[config.mk]
export PLATFORM = sky130hd
export DESIGN_NAME = sst_engine
export DESIGN_NICKNAME = d
export VERILOG_FILES = /design/src/rtl/sst_engine.sv
export SDC_FILE = /design/constraint.sdc
export NUM_CORES = 1
export LEC_CHECK = 0
export ABC_AREA = 1
export CAP_MARGIN = 20
export CORE_ASPECT_RATIO = 0.5
export CORE_MARGIN = 3
export CORE_UTILIZATION = 30
export CTS_CLUSTER_DIAMETER = 50
export DETAILED_ROUTE_END_ITERATION = 8
export MAX_ROUTING_LAYER = met4
export SLEW_MARGIN = 40
export SYNTH_ARGS = -nofsm -noshare
export SYNTH_HDL_FRONTEND = slang
export SYNTH_SLANG_ARGS = --single-unit
[constraint.sdc]
create_clock -name clk -period 2 [get_ports clk]
set_input_delay 0.2 -clock clk [delete_from_list [all_inputs] [get_ports clk]]
set_output_delay 0.2 -clock clk [all_outputs]
set_load 0.005 [all_outputs]
[src/rtl/sst_engine.sv]
// Save-state initiator: walks mapper registers 0..REG_COUNT-1 over the SST bus, every step paced by a detected M2 fall.
// Memory side waits on mem_req/mem_ack; an M2 stall of M2_TIMEOUT clk aborts with err (after any pending mem_ack).
module sst_engine #(
    parameter int          REG_COUNT  = 32,
    parameter logic [15:0] MEM_BASE   = 16'h0000,
    parameter int          M2_TIMEOUT = 4096
) (
    input  logic        clk,
    input  logic        rst,
    input  logic        cpu_m2,
    input  logic        cmd_save,
    input  logic        cmd_load,
    output logic        busy,
    output logic        done,
    output logic        err,
    output logic        sst_act,
    output logic        sst_we_reg,
    output logic [7:0]  sst_addr,
    output logic [7:0]  sst_dato,
    input  logic [7:0]  sst_di,
    output logic        mem_req,
    output logic        mem_we,
    output logic [15:0] mem_addr,
    output logic [7:0]  mem_wdata,
    input  logic [7:0]  mem_rdata,
    input  logic        mem_ack
);

    localparam int            CW       = $clog2(M2_TIMEOUT + 1);
    localparam logic [7:0]    LAST_IDX = 8'(REG_COUNT - 1);
    localparam logic [CW-1:0] TO_LAST  = CW'(M2_TIMEOUT - 1);

    typedef enum logic [3:0] {
        ST_IDLE, ST_ARM, ST_S_ADDR, ST_S_MEM, ST_L_MEM,
        ST_L_WR, ST_NEXT, ST_FIN, ST_ABORT
    } state_t;

    state_t        state_q, state_d;
    logic [7:0]    index_q, index_d;
    logic          is_load_q, is_load_d;
    logic          fall_cnt_q, fall_cnt_d;
    logic [CW-1:0] to_cnt_q, to_cnt_d;
    logic          m2_s1_q, m2_s1_d, m2_s2_q, m2_s2_d, m2_prev_q, m2_prev_d;
    logic          busy_q, busy_d, done_q, done_d, err_q, err_d;
    logic          sst_act_q, sst_act_d, sst_we_reg_q, sst_we_reg_d;
    logic [7:0]    sst_addr_q, sst_addr_d, sst_dato_q, sst_dato_d;
    logic          mem_req_q, mem_req_d, mem_we_q, mem_we_d;
    logic [15:0]   mem_addr_q, mem_addr_d;
    logic [7:0]    mem_wdata_q, mem_wdata_d;
    logic          m2_fall, to_hit;
    logic [7:0]    index_nxt;

    function automatic logic [15:0] mem_addr_of(input logic [7:0] idx);
        return MEM_BASE + {8'h00, idx};
    endfunction

    assign m2_fall   = m2_prev_q & ~m2_s2_q;
    assign index_nxt = index_q + 8'd1;
    assign to_hit    = (state_q != ST_IDLE) && (state_q != ST_ABORT) &&
                       !m2_fall && (to_cnt_q == TO_LAST);

    always_comb begin
        m2_s1_d      = cpu_m2;
        m2_s2_d      = m2_s1_q;
        m2_prev_d    = m2_s2_q;
        state_d      = state_q;
        index_d      = index_q;
        is_load_d    = is_load_q;
        fall_cnt_d   = fall_cnt_q;
        busy_d       = busy_q;
        done_d       = 1'b0;
        err_d        = 1'b0;
        sst_act_d    = sst_act_q;
        sst_we_reg_d = sst_we_reg_q;
        sst_addr_d   = sst_addr_q;
        sst_dato_d   = sst_dato_q;
        mem_req_d    = mem_req_q;
        mem_we_d     = mem_we_q;
        mem_addr_d   = mem_addr_q;
        mem_wdata_d  = mem_wdata_q;

        // Saturates so a long ABORT wait cannot wrap back into a second abort.
        if ((state_q == ST_IDLE) || m2_fall) begin
            to_cnt_d = '0;
        end else if (to_cnt_q == TO_LAST) begin
            to_cnt_d = to_cnt_q;
        end else begin
            to_cnt_d = to_cnt_q + CW'(1);
        end

        case (state_q)
            ST_IDLE: begin
                if (cmd_save || cmd_load) begin
                    is_load_d  = ~cmd_save;
                    busy_d     = 1'b1;
                    index_d    = 8'd0;
                    sst_act_d  = 1'b1;
                    fall_cnt_d = 1'b0;
                    state_d    = ST_ARM;
                end
            end
            ST_ARM: begin
                if (m2_fall) begin
                    fall_cnt_d = ~fall_cnt_q;
                    if (fall_cnt_q) begin
                        if (is_load_q) begin
                            mem_req_d  = 1'b1;
                            mem_we_d   = 1'b0;
                            mem_addr_d = mem_addr_of(index_q);
                            state_d    = ST_L_MEM;
                        end else begin
                            sst_addr_d = index_q;
                            state_d    = ST_S_ADDR;
                        end
                    end
                end
            end
            ST_S_ADDR: begin
                if (m2_fall) begin
                    mem_wdata_d = sst_di;
                    mem_req_d   = 1'b1;
                    mem_we_d    = 1'b1;
                    mem_addr_d  = mem_addr_of(index_q);
                    state_d     = ST_S_MEM;
                end
            end
            ST_S_MEM: begin
                if (mem_ack) begin
                    mem_req_d = 1'b0;
                    mem_we_d  = 1'b0;
                    state_d   = ST_NEXT;
                end
            end
            ST_L_MEM: begin
                if (mem_ack) begin
                    mem_req_d    = 1'b0;
                    sst_dato_d   = mem_rdata;
                    sst_addr_d   = index_q;
                    sst_we_reg_d = 1'b1;
                    fall_cnt_d   = 1'b0;
                    state_d      = ST_L_WR;
                end
            end
            ST_L_WR: begin
                // Two falls bracket at least one full M2 low phase with the strobe held.
                if (m2_fall) begin
                    fall_cnt_d = ~fall_cnt_q;
                    if (fall_cnt_q) begin
                        sst_we_reg_d = 1'b0;
                        state_d      = ST_NEXT;
                    end
                end
            end
            ST_NEXT: begin
                if (index_q == LAST_IDX) begin
                    sst_addr_d   = 8'd0;
                    sst_we_reg_d = 1'b0;
                    state_d      = ST_FIN;
                end else begin
                    index_d = index_nxt;
                    if (is_load_q) begin
                        mem_req_d  = 1'b1;
                        mem_we_d   = 1'b0;
                        mem_addr_d = mem_addr_of(index_nxt);
                        state_d    = ST_L_MEM;
                    end else begin
                        sst_addr_d = index_nxt;
                        state_d    = ST_S_ADDR;
                    end
                end
            end
            ST_FIN: begin
                if (m2_fall) begin
                    sst_act_d = 1'b0;
                    done_d    = 1'b1;
                    busy_d    = 1'b0;
                    index_d   = 8'd0;
                    state_d   = ST_IDLE;
                end
            end
            ST_ABORT: begin
                if (mem_ack) begin
                    mem_req_d   = 1'b0;
                    mem_we_d    = 1'b0;
                    mem_addr_d  = 16'h0000;
                    mem_wdata_d = 8'h00;
                    err_d       = 1'b1;
                    busy_d      = 1'b0;
                    state_d     = ST_IDLE;
                end
            end
            default: state_d = ST_IDLE;
        endcase

        if (to_hit) begin
            sst_act_d    = 1'b0;
            sst_we_reg_d = 1'b0;
            sst_addr_d   = 8'd0;
            sst_dato_d   = 8'd0;
            fall_cnt_d   = 1'b0;
            index_d      = 8'd0;
            done_d       = 1'b0;
            if (mem_req_q && !mem_ack) begin
                mem_req_d   = mem_req_q;
                mem_we_d    = mem_we_q;
                mem_addr_d  = mem_addr_q;
                mem_wdata_d = mem_wdata_q;
                state_d     = ST_ABORT;
            end else begin
                mem_req_d   = 1'b0;
                mem_we_d    = 1'b0;
                mem_addr_d  = 16'h0000;
                mem_wdata_d = 8'h00;
                err_d       = 1'b1;
                busy_d      = 1'b0;
                state_d     = ST_IDLE;
            end
        end
    end

    always_ff @(posedge clk) begin
        if (rst) begin
            state_q      <= ST_IDLE;
            index_q      <= 8'd0;
            is_load_q    <= 1'b0;
            fall_cnt_q   <= 1'b0;
            to_cnt_q     <= '0;
            m2_s1_q      <= 1'b0;
            m2_s2_q      <= 1'b0;
            m2_prev_q    <= 1'b0;
            busy_q       <= 1'b0;
            done_q       <= 1'b0;
            err_q        <= 1'b0;
            sst_act_q    <= 1'b0;
            sst_we_reg_q <= 1'b0;
            sst_addr_q   <= 8'd0;
            sst_dato_q   <= 8'd0;
            mem_req_q    <= 1'b0;
            mem_we_q     <= 1'b0;
            mem_addr_q   <= 16'h0000;
            mem_wdata_q  <= 8'h00;
        end else begin
            state_q      <= state_d;
            index_q      <= index_d;
            is_load_q    <= is_load_d;
            fall_cnt_q   <= fall_cnt_d;
            to_cnt_q     <= to_cnt_d;
            m2_s1_q      <= m2_s1_d;
            m2_s2_q      <= m2_s2_d;
            m2_prev_q    <= m2_prev_d;
            busy_q       <= busy_d;
            done_q       <= done_d;
            err_q        <= err_d;
            sst_act_q    <= sst_act_d;
            sst_we_reg_q <= sst_we_reg_d;
            sst_addr_q   <= sst_addr_d;
            sst_dato_q   <= sst_dato_d;
            mem_req_q    <= mem_req_d;
            mem_we_q     <= mem_we_d;
            mem_addr_q   <= mem_addr_d;
            mem_wdata_q  <= mem_wdata_d;
        end
    end

    assign busy       = busy_q;
    assign done       = done_q;
    assign err        = err_q;
    assign sst_act    = sst_act_q;
    assign sst_we_reg = sst_we_reg_q;
    assign sst_addr   = sst_addr_q;
    assign sst_dato   = sst_dato_q;
    assign mem_req    = mem_req_q;
    assign mem_we     = mem_we_q;
    assign mem_addr   = mem_addr_q;
    assign mem_wdata  = mem_wdata_q;

endmodule

==> Word-level counts from Yosys, hierarchy flattened <==
Index checks and enable logic that the tools add are counted.
{ "totals": {"ff_bits": 77, "out_inout_bits": 47, "wordCells": 180, "input_bits": 22} }
{ "op_classes": {"n_reduce_logical": 37, "n_eq_ne": 39, "n_bitwise": 5, "n_addsub": 2, "muxes": 78} }
{ "ops": {"columns": ["cell", "count"], "rows": [
  ["two-way mux 16 bit", 9],
  ["two-way mux 8 bit", 13],
  ["one-hot mux 16 bit (4 select lines)", 1],
  ["two-way mux 4 bit", 12],
  ["one-hot mux 8 bit (3 select lines)", 2],
  ["inequality test 3 bit (second input constant)", 13],
  ["one-hot mux 4 bit (9 select lines)", 1],
  ["two-way mux 1 bit", 31],
  ["inequality test 2 bit (second input constant)", 10],
  ["== test 4 x 3 -> 1 bit (second input constant)", 4],
  ["one-hot mux 8 bit (2 select lines)", 1],
  ["nonzero test 3 bit", 5],
  ["nonzero test 5 bit", 3],
  ["AND reduction 7 bit", 2],
  ["adder 13 x 1 -> 13 bit (second input constant)", 1],
  ["== test 13 x 12 -> 1 bit (second input constant)", 1],
  ["AND reduction 4 bit", 3],
  ["AND reduction 10 bit", 1],
  ["one-hot mux 1 bit (3 select lines)", 3],
  ["AND reduction 9 bit", 1],
  ["adder 8 x 1 -> 8 bit (second input constant)", 1],
  ["== test 4 x 2 -> 1 bit (second input constant)", 2],
  ["== test 8 x 5 -> 1 bit (second input constant)", 1],
  ["one-hot mux 1 bit (4 select lines)", 2],
  ["other kinds (22)", 38]
]} }

==> Longest topological paths before layout <==
Gate-level depths: netlist of run 1.
{ "logic_depth": {"ltp_word": 7, "ltp_mapped": 14, "ltp_nobuf": 13} }

==> Worst setup path before layout of run 1 <==
Ideal clock, no wire load.
{ "synth_timing": {"kind": "flip-flop to flip-flop", "startpoint": "register to_cnt_q[1]", "endpoint": "register mem_wdata_q[0] (netlist: mem_wdata[0])", "t_arrival_ps": 1494, "slack_ps": 390, "required_ps": 1884, "stages_incl_launch_ff": 13, "period_less_slack_ps": 1610, "setup_time_ps": 116, "n_path_buf": 0, "path_cell_list": "dfxtp_1 ha_1 nand2_1 nor2_1 nand2_1 nor2_4 nand3_1 nand2_1 inv_2 nand3_4 clkinv_4 nor2_1 nor2_1"} }
{ "synth_between": {"elab_chain_len": 4, "word_cells_on_any_way": 8, "classes_between": "4 x eq/ne; 1 x mux; 3 x reduce/logical"} }
{ "synth_rtl": {"columns": ["element", "line_no", "rtl"], "rows": [
  ["start: declaration", "42", "logic [CW-1:0] to_cnt_q, to_cnt_d;"],
  ["start signal: assignment", "247", "to_cnt_q <= to_cnt_d;"],
  ["== test 13 x 12 -> 1 bit *", "60", "!m2_fall && (to_cnt_q == TO_LAST);"],
  ["logical AND 1 bit *", "60", null],
  ["inequality test 3 bit (no source line), or another cell as far along", null, null],
  ["AND reduction 4 bit (no source line)", null, null],
  ["end signal: assignment", "261", "mem_wdata_q <= mem_wdata_d;"],
  ["end: declaration", "49", "logic [7:0] mem_wdata_q, mem_wdata_d;"]
]} }
Mark *: on every way between the ends. The rest lies on a longest branch, timed or not.
A chain may end at the register's enable or synchronous reset.

==> Worst setup path in the final report of run 1 <==
{ "layout_timing": {"startpoint": "register index_q[0]", "endpoint": "register sst_addr_q[6] (netlist: sst_addr[6])"} }
{ "layout_between": {"elab_chain_len": 4, "word_cells_on_any_way": 7, "classes_between": "1 x add/sub; 2 x eq/ne; 3 x mux; 1 x reduce/logical"} }
{ "layout_rtl": {"columns": ["element", "line_no", "rtl"], "rows": [
  ["start: declaration", "39", "logic [7:0] index_q, index_d;"],
  ["start signal: assignment", "244", "index_q <= index_d;"],
  ["adder 8 x 1 -> 8 bit", "58", "assign index_nxt = index_q + 8'd1;"],
  ["two-way mux 8 bit", "161", "if (is_load_q) begin"],
  ["two-way mux 8 bit", "155", "if (index_q == LAST_IDX) begin"],
  ["one-hot mux 8 bit (3 select lines)", "91", "case (state_q)"],
  ["end signal: assignment", "256", "sst_addr_q <= sst_addr_d;"],
  ["end: declaration", "46", "logic [7:0] sst_addr_q, sst_addr_d, sst_dato_q, sst_dato_d;"]
]} }
Parallel ways exist; a longest one is shown, timed or not. The select of a mux whose other input is x is not followed.

==> impl_metrics.env, run 1 <==
export IMPL_fin_ws_ns=0.145
export IMPL_cts_max_level=3
export IMPL_crit_path_start="index_q[0]$_SDFFE_PP0P_"
export IMPL_largest_register="to_cnt_q"
export IMPL_drtAntennaViolNets=0
export IMPL_cts_tree="built"
export IMPL_crit_fanout=8
export IMPL_dp_hpwl_um=7130
export IMPL_grt_use_met3_pct=4.26
export IMPL_power_leakage_nw=2.08
export IMPL_ys_ff_latch=69
export IMPL_die_y_um=83.8
export IMPL_synthAdderAreaFrac_pct=0.690
export IMPL_status="complete, no violations"
export IMPL_nNetsFinal=642
export IMPL_yosys_area_share_simple_pct=34.9
export IMPL_power_density_mw_per_mm2=1110
export IMPL_wirelength_um=9640
export IMPL_io_pins=69
export IMPL_r2r_cells=10
export IMPL_min_from="cpu_m2"
export IMPL_drc=0
export IMPL_seqCellArea_mm2=0.00138
export IMPL_crit_path_end_kind="flop"
export IMPL_track_usage_pct=15.1
export IMPL_clk_pin_slew_ns=0.05
export IMPL_gr_usage_met1_pct=19.1
export IMPL_top_usage_layer="met2"
export IMPL_crit_path_max_incr_delay_ns=0.38
export IMPL_grt_pass1_vias=3292
export IMPL_synth_compound_area_share_pct=13.9
export IMPL_largest_reg_flops=13
export IMPL_path_cells="ha_2 -> nand3_1 -> nor2_4 -> nand2_1 -> nand2_2 -> o21ai_1 -> nor2_2 -> buf_4 -> o21ai_1 -> a21oi_1"
export IMPL_wl_per_cell_um=12.3
export IMPL_avgSynthCellArea_um2=6.78
export IMPL_synth_top_flop_cell="dfxtp_1"
export IMPL_syn_cell_area_mm2=0.00363
export IMPL_fin_setup_tns_ns=0
export IMPL_yosys_cell_count_top_type="nand2_1"
export IMPL_grt_max_degree=20
export IMPL_synth_top_family_by_area="simple AND/OR/NAND/NOR gates"
export IMPL_coreArea_mm2=0.0114
export IMPL_synth_top_cells_by_count="nand2_1, nor2_1, dfxtp_1, inv_1, nand3_1"
export IMPL_portBuffers=60
export IMPL_cts_buffer_depth=2
export IMPL_firstDrtPassIters=5
export IMPL_ctsRootBufferMaster="clkbuf_16"
export IMPL_path_class="flop to flop"
export IMPL_fin_skew_ns=0.00595
export IMPL_hold_violations=0
export IMPL_synth_top_area_cell="dfxtp_1"
export IMPL_period_share_pct=92.7
export IMPL_peakVddDrop_v=0.000463
export IMPL_synthXorXnorAreaFrac_pct=2.17
export IMPL_r2r_setup_slack_ns=0.15
export IMPL_fmax_mhz=539
export IMPL_setup_viol_count_final=0
export IMPL_rows=27
export IMPL_num_vias=3595
export IMPL_cp_endpoint="sst_addr[6]$_SDFFE_PP0P_"
export IMPL_slew_violations=0
export IMPL_synth_area_leaders="dfxtp_1, nand2_1, nor2_1"
export IMPL_syn_inst=535
export IMPL_area_growth_pct=33.9
export IMPL_maxCapViolations=0
export IMPL_place_gp_congestion=0.976
export IMPL_ys_async_sr_fraction_pct=0
export IMPL_start_util_pct=31.9
export IMPL_grt_pass1_wl_um=16200
export IMPL_layout_drive_gt1_share_pct=14.0
export IMPL_dr_first_iter_drc_count=218
export IMPL_cts_sink_count=69
export IMPL_grt_overflow=0
export IMPL_die_area_mm2=0.0135
export IMPL_synth_seq_area_share_pct=38.1
export IMPL_cts_buffers_inserted=9
export IMPL_use_met2_pct=23.8
export IMPL_timing_final_crit_period_ns=1.85
export IMPL_worst_ep_required_time_ns=2.26
export IMPL_synth_top_area_share_pct=38.1
export IMPL_crit_path_start_kind="flop"
export IMPL_ys_warn_count=0
export IMPL_reg2reg_to="sst_addr[6]$_SDFFE_PP0P_"
export IMPL_ys_types=37
export IMPL_synth_edf_count=0
export IMPL_worstSkewPairLatency_ns=0.33
export IMPL_vias_per_cell=4.60
export IMPL_rsz0062_at_grt="false"
export IMPL_die_w_um=162
export IMPL_multiInputGateArea_mm2=0.00192
export IMPL_dpl_worst_slack_ns=0.0655
export IMPL_timing_rr_start="index_q[0]$_SDFFE_PP0P_"
export IMPL_cpMostUsedCell="o21ai_1"
export IMPL_cpMaxStageDelayCell="dfxtp_1"
export IMPL_synthMuxAreaShare_pct=0
export IMPL_arrival_ns=2.12
export IMPL_diodes=0
export IMPL_hold_path_class="input pin to flop"
export IMPL_fill_cells=1170
export IMPL_grt_antenna_before_repair=0
-- power by group --
group	internal [mW]	switching (mW)
Combinational	0.788	1.13
Clock	1.12	0.593
Sequential	1.59	0.163
Total	3.50	1.88
-- stage by stage --
| stage | instances | cell area [um2] | utilization (%) | total power [mW] | hold WS (ns) |
|---|---|---|---|---|---|
| 6_report | 782 | 4860 | 42.7 | 5.39 | 0.393 |
| 5_1_grt | 782 | 4860 | 42.7 | 5.77 | 0.399 |
| 2_1_floorplan | 542 | 3650 | - | 2.97 | 0.307 |
| 3_5_place_dp | 758 | 4450 | 39.1 | 3.64 | 0.410 |
| 4_1_cts | 774 | 4780 | 42.0 | 5.40 | 0.388 |
| 3_3_place_gp | 758 | 4450 | 39.1 | 3.64 | 0.395 |
-- layout by cell type, fill, tap and decap left out, types with 2 or more instances in the layout --
cell type	netlist	final
nand2_1	112	111
nor2_1	88	88
dfxtp_1	69	68
clkdlybuf4s50_1	0	60
inv_1	50	48
nand3_1	38	38
o21ai_0	36	36
a21oi_1	36	36
buf_4	12	27
o21ai_1	17	17
inv_2	7	9
nand2_2	8	9
clkbuf_16	0	9
conb_1	1	8
nor2_4	6	6
nor2_2	5	5
nand4_1	5	5
xor2_1	5	5
nand3_2	4	4
xnor2_1	4	4
nor3_1	3	3
nand3_4	2	2
a211oi_1	2	2
clkinv_4	1	2
a31oi_1	2	2
ha_2	0	2
clkinv_2	0	2
bufinv_16	0	2
-- metal layers --
| metal | up-vias | wire [um] |
|---|---|---|
| met5 | - | 0 |
| met4 | 0 | 115 |
| met3 | 10 | 533 |
| met2 | 88 | 4470 |
| met1 | 1623 | 4520 |
| li1 | 1874 | - |
-- critical path: cells and delay by family, from the launching register on --
| kind | cells | cell delay, ns |
|---|---|---|
| AOI/OAI and AO/OA | 3 | 0.26 |
| adders and majority gates | 1 | 0.21 |
| buffers and inverters | 1 | 0.19 |
| DFF | 1 | 0.38 |
| and+or+nand+nor | 5 | 0.75 |
-- kinds of logic after synthesis --
logic type | Yosys count
compound gates | 97
xor+xnor | 9
fa+ha+maj | 2
buf+inv | 81
flops | 69
other cells | 1
simple gates | 276
-- timing repair --
item | 4_1_cts | 5_1_grt
endpoints found under the setup margin | 0 | 19
hold buffers | 0 | 0
gates resized for setup | 0 | 7
buffers inserted | 0 | 8
-- worst min path at each step --
| stage | cells after the start | slack [ns] | end |
|---|---|---|---|
| 3_5_place_dp | 2 | 0.41 | m2_prev_d$_SDFF_PP0_ |
| 6_report | 3 | 0.39 | m2_s1_q$_SDFF_PP0_ |
| 4_1_cts | 3 | 0.39 | m2_s1_q$_SDFF_PP0_ |
| 2_1_floorplan | 2 | 0.31 | m2_s1_q$_SDFF_PP0_ |
| 5_1_grt | 3 | 0.40 | m2_s1_q$_SDFF_PP0_ |
| 3_3_place_gp | 2 | 0.40 | m2_prev_d$_SDFF_PP0_ |
-- final cells by class --
type,count,share of cell area (%)
timing repair buffer,87,16.5
tap,159,4.10
inverter,59,4.66
clock buffer,10,4.92
multi-input combinational,392,39.5
clock inverter,6,1.78
sequential,69,28.5
Power figures use the tool's default switching activity.
==> inputs of run 2 (changes only) <==
--- a/config.mk
+++ b/config.mk
@@ -5,7 +5,6 @@
 export SDC_FILE = /design/constraint.sdc
 export NUM_CORES = 1
 export LEC_CHECK = 0
-export ABC_AREA = 1
 export CAP_MARGIN = 20
 export CORE_ASPECT_RATIO = 0.5
 export CORE_MARGIN = 3
==> impl_metrics.env, run 2 <==
export IMPL_r2r_cells=6
export IMPL_crit_buf_inv=1
export IMPL_synth_top_flop_cell="dfxtp_1"
export IMPL_cp_depth=6
export IMPL_rows=28
export IMPL_avgSynthCellArea_um2=8.87
export IMPL_timing_slew_headroom_pct=64.7
export IMPL_crit_path_max_incr_delay_ns=0.51
export IMPL_min_path_cells=3
export IMPL_ctsRootBufferMaster="clkbuf_16"
export IMPL_ys_ff_latch=69
export IMPL_hold_violations=0
export IMPL_cts_tree="built"
export IMPL_grt_max_degree=24
export IMPL_postCtsSetupRepairBufs=0
export IMPL_diodes=0
export IMPL_die_area_mm2=0.0142
export IMPL_grt_antenna_before_repair=0
export IMPL_fmax_mhz=532
export IMPL_r2r_setup_slack_ns=0.12
export IMPL_grt_pass1_vias=3271
export IMPL_area_growth_pct=33.9
export IMPL_final_cell_mix="dfxtp_1, clkdlybuf4s50_1, nand2_1"
export IMPL_syn_inst=431
export IMPL_power_density_mw_per_mm2=1040
export IMPL_coreArea_mm2=0.0121
export IMPL_ys_types=80
export IMPL_nNetsFinal=535
export IMPL_die_y_um=85.8
export IMPL_fin_skew_ns=0.00472
export IMPL_setup_viol_count_final=0
export IMPL_synth_seq_area_share_pct=36.1
export IMPL_yosys_cell_count_top_type="dfxtp_1"
export IMPL_layout_commonest_cell="dfxtp_1"
export IMPL_worstSkewPairLatency_ns=0.33
export IMPL_timing_final_crit_period_ns=1.88
export IMPL_worst_slew_pin_slew_ns=0.516
export IMPL_die_w_um=166
export IMPL_synth_top_area_cell="dfxtp_1"
export IMPL_io_pins=69
export IMPL_grt_overflow=0
export IMPL_wirelength_um=9720
export IMPL_dp_hpwl_um=7070
export IMPL_portBuffers=60
export IMPL_ys_warn_count=0
export IMPL_dr_first_iter_drc_count=178
export IMPL_synth_top_area_share_pct=36.1
export IMPL_hold_path_class="input pin to flop"
export IMPL_crit_family="simple AND/OR/NAND/NOR gates"
export IMPL_cts_max_level=3
export IMPL_final_cell_count_no_fill=681
export IMPL_largest_reg_flops=13
export IMPL_fin_setup_tns_ns=0
export IMPL_cts_buffers_inserted=9
export IMPL_drc=0
export IMPL_cts_buffer_depth=2
export IMPL_path_class="flop to flop"
export IMPL_synth_edf_count=0
export IMPL_crit_path_start="state_q[1]$_SDFFE_PP0P_"
export IMPL_track_usage_pct=14.4
export IMPL_start_util_pct=31.5
export IMPL_timing_rr_start="state_q[1]$_SDFFE_PP0P_"
export IMPL_synth_top_cells_by_count="dfxtp_1, nand2_1, nor2_1, mux2i_1, a21oi_1"
export IMPL_maxCapViolations=0
export IMPL_layout_drive_gt1_share_pct=16.3
export IMPL_arrival_ns=2.09
export IMPL_status="complete, no violations"
export IMPL_dpl_worst_slack_ns=0.0833
export IMPL_peakVddDrop_v=0.000471
export IMPL_wl_per_cell_um=14.3
export IMPL_largest_register="to_cnt_q"
export IMPL_fin_ws_ns=0.121
export IMPL_place_gp_congestion=0.858
export IMPL_worst_ep_required_time_ns=2.22
export IMPL_rsz0062_at_grt="false"
export IMPL_period_share_pct=93.9
export IMPL_slew_violations=0
export IMPL_power_leakage_nw=2.01
export IMPL_clk_pin_slew_ns=0.06
export IMPL_grt_pass1_wl_um=16400
export IMPL_crit_path_end_kind="flop"
export IMPL_placedCellCount=665
export IMPL_synth_area_leaders="dfxtp_1, mux2i_1, nand2_1"
export IMPL_vias_per_cell=4.95
export IMPL_syn_cell_area_mm2=0.00382
export IMPL_crit_fanout=21
export IMPL_drtAntennaViolNets=0
export IMPL_reg2reg_to="mem_wdata[6]$_SDFFE_PP0P_"
export IMPL_fill_cells=1206
export IMPL_cp_endpoint="mem_wdata[6]$_SDFFE_PP0P_"
export IMPL_cts_sink_count=69
export IMPL_firstDrtPassIters=4
export IMPL_ys_async_sr_fraction_pct=0
export IMPL_num_vias=3371
export IMPL_path_cells="buf_12 -> or4b_1 -> o21ai_0 -> a21o_1 -> nand2_4 -> mux2i_1"
export IMPL_cpMaxStageDelayCell="or4b_1"
export IMPL_crit_path_start_kind="flop"
==> run 2: changes by cell type after synthesis, sizes merged, moves of 7 or more <==
cell,before,now
nor2b,0,8
inv,57,10
nor2,99,47
nand2,121,50
o21ai,53,19
mux2i,0,30
nand3,44,16
a21oi,36,23
buf,18,29
o211ai,1,8
==> run 2: worst min-delay path by stage <==
stage / from / endpoint
after CTS: sst_di[0] / mem_wdata[0]$_SDFFE_PP0P_
after detailed placement: m2_s1_q$_SDFF_PP0_ / m2_prev_d$_SDFF_PP0_
after global placement: m2_s1_q$_SDFF_PP0_ / m2_prev_d$_SDFF_PP0_
after global routing: cpu_m2 / m2_s1_q$_SDFF_PP0_
final: sst_di[3] / mem_wdata[3]$_SDFFE_PP0P_
after floorplan: cmd_save / is_load_q$_SDFFE_PP0P_
==> run 2: layout make-up <==
class | count | area [um2] | share of cell area, %
clock buffer | 9 | 225 | 4.40
tap | 165 | 206 | 4.04
inverter | 10 | 37.5 | 0.734
multi-input combinational | 324 | 2200 | 43.0
sequential | 69 | 1380 | 27.0
clock inverter | 7 | 138 | 2.69
timing repair buffer | 97 | 928 | 18.2
==> run 2: tightest hold or removal path, cell delays in order <==
cell and delay, ns:
clkdlybuf4s50_1 0.39, nand2_1 0.05, mux2i_1 0.05
==> run 2: routing by layer <==
metal / up-vias / GRT usage [%] / share of wire (%)
met4: 0 / 3.85 / 1.4
met1: 1581 / 18.9 / 50
li1: 1693 / - / -
met2: 81 / 22.3 / 44
met5: - / - / 0
met3: 16 / 3.55 / 4.7
==> run 2: where the power goes <==
part | internal [mW] | leakage, nW | switching, mW | total (mW)
Sequential | 1.49 | 0.558 | 0.0955 | 1.59
Clock | 1.34 | 0.175 | 0.600 | 1.94
Combinational | 0.852 | 1.28 | 0.962 | 1.81
Total | 3.69 | 2.01 | 1.66 | 5.34
==> run 2: metrics by stage <==
step	utilization, %	power (mW)	hold slack, ns	area (um2)
detailed placement	39.2	3.44	0.437	4750
global placement	39.2	3.44	0.430	4750
floorplan	-	2.92	0.297	3850
finish	42.2	5.34	0.414	5110
global route	42.2	5.65	0.415	5110
CTS	42.1	5.41	0.404	5110
==> run 2: repair_timing <==
item / in CTS / in global routing
hold endpoints to repair: 0 / 0
hold buffers: 0 / 0
resized for setup: 0 / 1
endpoints found under the setup margin: 0 / 1
==> run 2: kinds of logic after synthesis <==
family	after synthesis	synth area share [%]
adders and majority gates	2	0.655
buffers and inverters	45	7.17
other	1	0.0981
xor gates and xnor gates	12	2.75
muxes	31	8.25
DFF	69	36.1
and+or+nand+nor	177	26.4
AOI/OAI and AO/OA	94	18.5
==> inputs of run 3 (changes only) <==
--- a/config.mk
+++ b/config.mk
@@ -5,7 +5,6 @@
 export SDC_FILE = /design/constraint.sdc
 export NUM_CORES = 1
 export LEC_CHECK = 0
-export CAP_MARGIN = 20
 export CORE_ASPECT_RATIO = 0.5
 export CORE_MARGIN = 3
 export CORE_UTILIZATION = 30
==> results of run 3 <==
The final DEF is identical to that of run 2; final timing and power are the same.
